<file path="src/rtl/cp0_exception_sequencer_if.sv">
// Bus between the control FSM/datapath, the exception sequencer and CP0.
// The sequencer takes the slave side; the datapath/CP0 environment takes master.
interface cp0_exception_sequencer_if;
  logic        exc_ovf;
  logic        exc_undef;
  logic        exc_div0;
  logic [31:0] exc_pc;
  logic        mtc0_req;
  logic [4:0]  mtc0_rd;
  logic [31:0] mtc0_data;
  logic        mtc0_ack;
  logic        eret_req;
  logic [4:0]  dp_rd;
  logic [31:0] cp0_read_data;
  logic [4:0]  cp0_rd;
  logic [31:0] cp0_write_data;
  logic        cp0_write;
  logic [1:0]  cause_select;
  logic        pc_load;
  logic [31:0] pc_target;
  logic        busy;
  logic        in_handler;
  logic        exc_dropped;

  modport master (
    output exc_ovf, exc_undef, exc_div0, exc_pc,
    output mtc0_req, mtc0_rd, mtc0_data, eret_req, dp_rd, cp0_read_data,
    input  mtc0_ack, cp0_rd, cp0_write_data, cp0_write, cause_select,
    input  pc_load, pc_target, busy, in_handler, exc_dropped
  );

  modport slave (
    input  exc_ovf, exc_undef, exc_div0, exc_pc,
    input  mtc0_req, mtc0_rd, mtc0_data, eret_req, dp_rd, cp0_read_data,
    output mtc0_ack, cp0_rd, cp0_write_data, cp0_write, cause_select,
    output pc_load, pc_target, busy, in_handler, exc_dropped
  );
endinterface

</file>
<file path="src/rtl/cp0_exception_sequencer.sv">
// Owns the CP0 write port: sequences exception entry (Cause, EPC, vector),
// eret (PC <- EPC) and arbitrates datapath mtc0 writes.
module cp0_exception_sequencer #(
  parameter logic [31:0] VECTOR_ADDR = 32'h8000_0180,
  parameter logic [4:0]  CAUSE_REG   = 5'd13,
  parameter logic [4:0]  EPC_REG     = 5'd14
) (
  input logic                     clk,
  input logic                     rst,
  cp0_exception_sequencer_if.slave bus
);

  typedef enum logic [2:0] {
    S_IDLE,
    S_CAUSE,
    S_EPC,
    S_VECTOR,
    S_MTC0,
    S_ERET
  } state_t;

  localparam logic [1:0] SEL_PASS = 2'b11;

  state_t      r_state;
  logic [1:0]  r_code;
  logic [31:0] r_pc;
  logic [4:0]  r_mtc0_rd;
  logic [31:0] r_mtc0_data;
  logic        r_in_handler;
  logic        r_exc_dropped;

  logic        w_exc_any;
  logic [1:0]  w_exc_code;

  assign w_exc_any = bus.exc_ovf | bus.exc_undef | bus.exc_div0;

  // Undefined instruction outranks overflow, which outranks divide-by-zero.
  always_comb begin
    w_exc_code = 2'b10;
    if (bus.exc_undef)    w_exc_code = 2'b01;
    else if (bus.exc_ovf) w_exc_code = 2'b00;
  end

  always_ff @(posedge clk or posedge rst) begin
    if (rst) begin
      r_state       <= S_IDLE;
      r_code        <= '0;
      r_pc          <= '0;
      r_mtc0_rd     <= '0;
      r_mtc0_data   <= '0;
      r_in_handler  <= 1'b0;
      r_exc_dropped <= 1'b0;
    end else begin
      case (r_state)
        S_IDLE: begin
          if (w_exc_any && r_in_handler) r_exc_dropped <= 1'b1;
          if (w_exc_any && !r_in_handler) begin
            r_code  <= w_exc_code;
            r_pc    <= bus.exc_pc;
            r_state <= S_CAUSE;
          end else if (bus.eret_req && r_in_handler) begin
            r_state <= S_ERET;
          end else if (bus.mtc0_req) begin
            r_mtc0_rd   <= bus.mtc0_rd;
            r_mtc0_data <= bus.mtc0_data;
            r_state     <= S_MTC0;
          end
        end
        S_CAUSE:  r_state <= S_EPC;
        S_EPC:    r_state <= S_VECTOR;
        S_VECTOR: begin
          r_in_handler <= 1'b1;
          r_state      <= S_IDLE;
        end
        S_MTC0:   r_state <= S_IDLE;
        S_ERET: begin
          r_in_handler <= 1'b0;
          r_state      <= S_IDLE;
        end
        default:  r_state <= S_IDLE;
      endcase
    end
  end

  // Moore decode; only the read index and eret target pass through inputs.
  always_comb begin
    bus.cp0_rd         = bus.dp_rd;
    bus.cp0_write_data = '0;
    bus.cp0_write      = 1'b0;
    bus.cause_select   = SEL_PASS;
    bus.pc_load        = 1'b0;
    bus.pc_target      = '0;
    bus.mtc0_ack       = 1'b0;
    case (r_state)
      S_CAUSE: begin
        bus.cp0_rd       = CAUSE_REG;
        bus.cp0_write    = 1'b1;
        bus.cause_select = r_code;
      end
      S_EPC: begin
        bus.cp0_rd         = EPC_REG;
        bus.cp0_write      = 1'b1;
        bus.cp0_write_data = r_pc;
      end
      S_VECTOR: begin
        bus.pc_load   = 1'b1;
        bus.pc_target = VECTOR_ADDR;
      end
      S_MTC0: begin
        bus.cp0_rd         = r_mtc0_rd;
        bus.cp0_write_data = r_mtc0_data;
        bus.cp0_write      = 1'b1;
        bus.mtc0_ack       = 1'b1;
      end
      S_ERET: begin
        bus.cp0_rd    = EPC_REG;
        bus.pc_load   = 1'b1;
        bus.pc_target = bus.cp0_read_data;
      end
      default: ;
    endcase
  end

  assign bus.busy        = (r_state != S_IDLE);
  assign bus.in_handler  = r_in_handler;
  assign bus.exc_dropped = r_exc_dropped;

endmodule

</file>
<file path="src/flat_wrapper.sv">
// flat-port wrapper written by rule: the top's interface ports become plain ports
module cp0_exception_sequencer_flat 
#(
  parameter logic [31:0] VECTOR_ADDR = 32'h8000_0180,
  parameter logic [4:0]  CAUSE_REG   = 5'd13,
  parameter logic [4:0]  EPC_REG     = 5'd14
)
  (clk, rst, bus_exc_ovf, bus_exc_undef, bus_exc_div0, bus_exc_pc, bus_mtc0_req, bus_mtc0_rd, bus_mtc0_data, bus_eret_req, bus_dp_rd, bus_cp0_read_data, bus_mtc0_ack, bus_cp0_rd, bus_cp0_write_data, bus_cp0_write, bus_cause_select, bus_pc_load, bus_pc_target, bus_busy, bus_in_handler, bus_exc_dropped);
  cp0_exception_sequencer_if bus_i ();
  input logic clk;
  input logic rst;
  input wire logic [$bits(bus_i.exc_ovf)-1:0] bus_exc_ovf;
  input wire logic [$bits(bus_i.exc_undef)-1:0] bus_exc_undef;
  input wire logic [$bits(bus_i.exc_div0)-1:0] bus_exc_div0;
  input wire logic [$bits(bus_i.exc_pc)-1:0] bus_exc_pc;
  input wire logic [$bits(bus_i.mtc0_req)-1:0] bus_mtc0_req;
  input wire logic [$bits(bus_i.mtc0_rd)-1:0] bus_mtc0_rd;
  input wire logic [$bits(bus_i.mtc0_data)-1:0] bus_mtc0_data;
  input wire logic [$bits(bus_i.eret_req)-1:0] bus_eret_req;
  input wire logic [$bits(bus_i.dp_rd)-1:0] bus_dp_rd;
  input wire logic [$bits(bus_i.cp0_read_data)-1:0] bus_cp0_read_data;
  output wire logic [$bits(bus_i.mtc0_ack)-1:0] bus_mtc0_ack;
  output wire logic [$bits(bus_i.cp0_rd)-1:0] bus_cp0_rd;
  output wire logic [$bits(bus_i.cp0_write_data)-1:0] bus_cp0_write_data;
  output wire logic [$bits(bus_i.cp0_write)-1:0] bus_cp0_write;
  output wire logic [$bits(bus_i.cause_select)-1:0] bus_cause_select;
  output wire logic [$bits(bus_i.pc_load)-1:0] bus_pc_load;
  output wire logic [$bits(bus_i.pc_target)-1:0] bus_pc_target;
  output wire logic [$bits(bus_i.busy)-1:0] bus_busy;
  output wire logic [$bits(bus_i.in_handler)-1:0] bus_in_handler;
  output wire logic [$bits(bus_i.exc_dropped)-1:0] bus_exc_dropped;
  assign bus_i.exc_ovf = bus_exc_ovf;
  assign bus_i.exc_undef = bus_exc_undef;
  assign bus_i.exc_div0 = bus_exc_div0;
  assign bus_i.exc_pc = bus_exc_pc;
  assign bus_i.mtc0_req = bus_mtc0_req;
  assign bus_i.mtc0_rd = bus_mtc0_rd;
  assign bus_i.mtc0_data = bus_mtc0_data;
  assign bus_i.eret_req = bus_eret_req;
  assign bus_i.dp_rd = bus_dp_rd;
  assign bus_i.cp0_read_data = bus_cp0_read_data;
  assign bus_mtc0_ack = bus_i.mtc0_ack;
  assign bus_cp0_rd = bus_i.cp0_rd;
  assign bus_cp0_write_data = bus_i.cp0_write_data;
  assign bus_cp0_write = bus_i.cp0_write;
  assign bus_cause_select = bus_i.cause_select;
  assign bus_pc_load = bus_i.pc_load;
  assign bus_pc_target = bus_i.pc_target;
  assign bus_busy = bus_i.busy;
  assign bus_in_handler = bus_i.in_handler;
  assign bus_exc_dropped = bus_i.exc_dropped;
  cp0_exception_sequencer #(.VECTOR_ADDR(VECTOR_ADDR), .CAUSE_REG(CAUSE_REG), .EPC_REG(EPC_REG)) u_core (.clk(clk), .rst(rst), .bus(bus_i));
endmodule
</file>
<file path="config.mk">
export PLATFORM = sky130hd
export DESIGN_NAME = cp0_exception_sequencer_flat
export DESIGN_NICKNAME = d
export VERILOG_FILES = /design/src/rtl/cp0_exception_sequencer_if.sv /design/src/rtl/cp0_exception_sequencer.sv /design/src/flat_wrapper.sv
export SDC_FILE = /design/constraint.sdc
export NUM_CORES = 1
export LEC_CHECK = 0
export BUFFER_PORTS_ARGS = -buffer_cell sky130_fd_sc_hd__clkbuf_2
export CAP_MARGIN = 25
export CORE_MARGIN = 3
export CORE_UTILIZATION = 40
export CTS_CLUSTER_SIZE = 12
export DETAILED_ROUTE_END_ITERATION = 8
export PLACE_DENSITY = 0.72
export SYNTH_ARGS = -nofsm -noshare
export SYNTH_HDL_FRONTEND = slang
export SYNTH_SLANG_ARGS = --single-unit
</file>
<file path="constraint.sdc">
create_clock -name clk -period 2.8 [get_ports clk]
set_clock_uncertainty 0.1 [all_clocks]
set_input_delay 0.42 -clock clk [delete_from_list [all_inputs] [get_ports clk]]
set_output_delay 0.42 -clock clk [all_outputs]
set_load 0.01 [all_outputs]
</file>
Word level (Yosys, flattened, before mapping)
Index checks and enable logic that the tools add are counted.
W data, S select, Z words.
{"block": "op_classes", "n_eq_ne": 6, "mux": 14, "bitwise_logic": 4, "reduce_logical": 13}
{"operator": "$pmux W32 S2", "count": 2}
{"operator": "$pmux W5 S3", "count": 1}
{"operator": "$mux W3", "count": 3}
{"operator": "$pmux W3 S3", "count": 1}
{"operator": "$eq A3 B2 Y1 const B", "count": 2}
{"operator": "$eq A3 B3 Y1 const B", "count": 2}
{"operator": "$mux W2", "count": 3}
{"operator": "$ne A4 B2 Y1 const B", "count": 1}
{"operator": "$reduce_and A2 Y1", "count": 2}
{"operator": "$reduce_and A4 Y1", "count": 1}
{"operator": "$reduce_or A2 Y1", "count": 2}
{"operator": "$eq A3 B1 Y1 const B", "count": 1}
{"operator": "$logic_and A1 B1 Y1", "count": 3}
{"operator": "$logic_not A3 Y1", "count": 1}
{"operator": "$mux W1", "count": 3}
{"operator": "$reduce_bool A3 Y1", "count": 1}
{"operator": "$reduce_or A3 Y1", "count": 1}
{"operator": "$not A1 Y1", "count": 2}
{"operator": "$or A1 B1 Y1", "count": 2}
{"operator": "$pmux W1 S2", "count": 1}
{"operator": "$reduce_bool A2 Y1", "count": 1}
{"operator": "$logic_not A1 Y1", "count": 1}
{"block": "totals", "word_cells": 44, "in_bits": 113, "register_bits": 76}

Longest topological paths before layout
{"block": "logic_depth", "word_depth": 5, "ltp_mapped": 5, "ltp_nobuf": 4}

Worst setup path before layout
No wires, ideal clock.
{"block": "synth_timing", "path_type": "register to output", "from": "register u_core.r_state[0]", "to": "output port bus_cp0_write_data[10]", "n_path_buf": 1, "path_stages_with_launch": 4, "t_arrival_ns": 1.459, "slack_ns": 0.821, "cell_sequence": "dfrtp_1 -> nor3_1 -> clkbuf_1 -> a22o_1"}
{"block": "synth_between", "elab_chain_len": 2, "word_cells_on_any_way": 3, "cone_classes": "eq/ne: 2; mux: 1"}
{"item": "start: declaration", "line_no": "cp0_exception_sequencer.sv:24", "rtl": "state_t r_state;"}
{"item": "start signal: assignment", "line_no": "cp0_exception_sequencer.sv:46", "rtl": "r_state <= S_IDLE;"}
{"item": "start signal: assignment", "line_no": "cp0_exception_sequencer.sv:60", "rtl": "r_state <= S_CAUSE;"}
{"item": "start signal: assignment", "line_no": "cp0_exception_sequencer.sv:62", "rtl": "r_state <= S_ERET;"}
{"item": "$eq A3 B3 Y1 / $eq A3 B2 Y1 (equally long branches)", "line_no": "cp0_exception_sequencer.sv:94", "rtl": "case (r_state)"}
{"item": "$pmux W32 S2 (*)", "line_no": "cp0_exception_sequencer.sv:94"}
{"item": "end: declaration", "line_no": "flat_wrapper.sv:24", "rtl": "output wire logic [$bits(bus_i.cp0_write_data)-1:0] bus_cp0_write_data;"}
Mark *: on every way between the ends. The rest lies on a longest branch, timed or not.

Worst setup path in the final report
{"block": "layout_timing", "from": "register u_core.r_state[0]", "to": "output port bus_cp0_write_data[28]"}
Same word-level chain as after synthesis.

==> key figures <==
Global route
  • Initial antenna violation count: 0
  • Grt ovf: 0
  • GR Util All Layers: 18.6%
  • Largest net degree at the start of global routing: 49
  • Vias in the first global route: 3032
  • Global-route wire length before repair: 14700 um

Worst setup path
  • FF-to-FF setup slack: 580 ps
  • Critical R2R Launch: u_core.r_state[0]
  • Crit end category: output pin
  • Critical path's largest stage delay: 570 ps
  • CP Max Fanout: 18
  • Startpoint types: flip-flop
  • Worst Reg2Reg Path Length in Cells: 4
  • Crit Reg-Reg Endpoint: u_core.r_mtc0_rd[0]
  • CP Buf/Inv Count: 2
  • Worst EP arrival: 2050 ps
  • Setup CP Type: reg2out
  • Crit path cell chain: nor2_1 -> and2_1 -> buf_4 -> a22o_1 -> clkbuf_2
  • CP required: 2280 ps
  • Slowest-stage cell, CP: dfrtp_1
  • Top delay family on crit path: flip-flops

Routing
  • TritonRoute pass-1 iters: 3
  • Post-Route WL: 9650 um
  • DR iter-0 viols: 63
  • Vias/cell: 5.11
  • Routed len/inst: 16.4 um
  • ANT nets after route: 0
  • DRC violations left: 0
  • Vias: 2998

Cells and area
  • Antenna Cells: 0
  • Nets: 588
  • Number of fillers in the final layout: 796
  • Register area: 1900 sq um
  • Synthesis-to-finish area growth: 33.3%
  • Core Util, Final: 55.4%
  • Multi-input gate area: 1620 sq um
  • Post-Layout Cell Count: 587
  • Layout cells sized above 1: 60.1%

Yosys
  • Synth Area in Compound Gates: 11.4%
  • Top cells by area, synth: dfrtp_1 52%, mux2_2 22%, a22o_1 7.7%, and2_1 5.1%, buf_6 1.8%
  • EDFF count, synth: 0
  • Share of flip-flops with an asynchronous set or reset: 100%
  • Avg Inst Size Synth: 12.7 sq um
  • Syn nets: 400
  • Post-Synth Adder-Cell Area: 0%
  • Yosys reg bits: 76
  • Most frequent cell after synthesis: dfrtp_1
  • Ys Warns: 0
  • Largest family of logic cells by synthesized area: multiplexers
  • Post-Synth Simple-Gate Area: 10.2%
  • Seq/Total Area, Yosys: 52.0%
  • Mux share of post-synthesis cell area: 22.7%
  • Synth Cell Area: 3660 sq um
  • Synth area leader: dfrtp_1
  • Xor-xnor portion of the synthesized cell area: 0%
  • Synth top area share: 52.0%
  • Synth cell types: 28
  • Ys flop type: dfrtp_1
  • Gate Count Post-Synth: 287
  • Top cells by count, synth: 76 x dfrtp_1, 70 x mux2_2, 32 x a22o_1

Flow run
  • Maxcap violations: 0

CTS
  • Resize count post-CTS: 0
  • Hold buffers post-CTS: 0
  • Clk_lat worst skew: 340 ps
  • Max Root-Sink Buffers: 2
  • CTS Sinks: 76
  • Postcts setup bufs: 0
  • Root Buffer: clkbuf_8
  • H-Tree Depth: 3
  • TritonCTS buffer count: 9
  • CTS tree: built
  • CTS clock-pin slew for the worst setup and hold paths: 70 ps

STA
  • Setup TNS Final: 0 ps
  • Fmax: 390 MHz
  • Relative max-transition margin: 55.6%
  • RSZ-0062 raised after global routing: no
  • Setup violators final: 0
  • Worst Max-Slew Pin Slew: 666 ps
  • Share of the clock period used by the worst path: 91.7%
  • Max-slew violation count: 0
  • Tmin final: 2570 ps
  • Final Hold Viols: 0

Floorplanning
  • Cell row count: 34
  • Total Die Area: 10300 sq um
  • Core area: 8810 sq um
  • Initial Util: 41.5%
  • Top Ports: 190
  • DIE WIDTH: 102 um
  • Die Y: 102 um

Hold path
  • Hold Crit Class: in2async

Place
  • DP Wirelength: 7260 um
  • Gpl congestion: 0.739
  • Placed Instances: 572
  • Port-buffer cells: 189

Outcome
  • Status: completed

Pwr
  • Worst vdd ir: 0.495 mV
  • Lkg Pwr: 2.47 nW
  • Pwr/cell area: 1010 nW/um^2
==> power breakdown <==
part	internal [mW]	switching (mW)
clock	0.404	0.380
combinational	1.16	0.969
sequential	1.66	0.370
total	3.23	1.72
==> worst max path at each step <==
| stage | from | cells past startpoint | slack [ps] | end |
|---|---|---|---|---|
| floorplan | rst | 1 | 340 | u_core.bus.exc_dropped |
| global placement | bus_exc_undef | 5 | 540 | u_core.r_mtc0_data[0] |
| detailed placement | bus_exc_undef | 5 | 470 | u_core.r_mtc0_data[20] |
| CTS | u_core.r_state[0] | 5 | 170 | bus_cp0_write_data[30] |
| global route | u_core.r_state[0] | 5 | 80 | bus_cp0_write_data[28] |
| finish | u_core.r_state[0] | 5 | 230 | bus_cp0_write_data[28] |
==> cell usage in the layout, fill, tap and decap left out, drive strengths merged, types with 6 or more instances in the layout <==
master    n
and2     30
clkbuf  199
nor2      9
a22o     32
mux2     71
dfrtp    76
a21oi     6
nand2     6
buf       8
nand2b    6
==> per-layer routing <==
metal	track usage (%)	routed length [um]	part of all wire [%]	vias to the layer above
met5	0	0	0	-
li1	-	-	-	1397
met2	33.1	4970	51	122
met4	6.95	115	1.2	0
met1	21.6	3770	39	1468
met3	4.41	797	8.3	11
==> flip-flops by register name, summed over array words and instances (netlist names) <==
name / count
u_core.bus.exc_dropped: 1
u_core.bus.in_handler: 1
u_core.r_code: 2
u_core.r_mtc0_data: 32
u_core.r_mtc0_rd: 5
u_core.r_pc: 32
u_core.r_state: 3
==> per-stage QoR <==
step / hold WS (ps) / instance area [sq um] / power, mW / setup slack [ps]
4_1_cts: 64.9 / 4880 / 5.02 / 174
2_1_floorplan: 359 / 3660 / 3.52 / 342
6_report: 47.7 / 4880 / 4.95 / 233
5_1_grt: 91.0 / 4880 / 5.31 / 75.4
3_3_place_gp: 346 / 4690 / 4.13 / 540
3_5_place_dp: 357 / 4690 / 4.22 / 474
==> cell type report <==
cell class,count,area share (%)
Timing Repair Buffer,197,20.9
Sequential cell,76,39.0
Multi-Input combinational cell,187,33.3
Clock inverter,5,1.10
Tap cell,108,2.77
Inverter,4,0.308
Clock buffer,10,2.62
==> logic make-up (layout without fill, tap and decap cells) <==
kind of cell	Yosys count	in the layout
AND/OR/NAND/NOR	62	62
buffers and inverters	24	216
multiplexers	74	74
AO/OA/AOI/OAI	51	51
flip-flops	76	76
No activity file was read; power rests on OpenSTA's default activity.
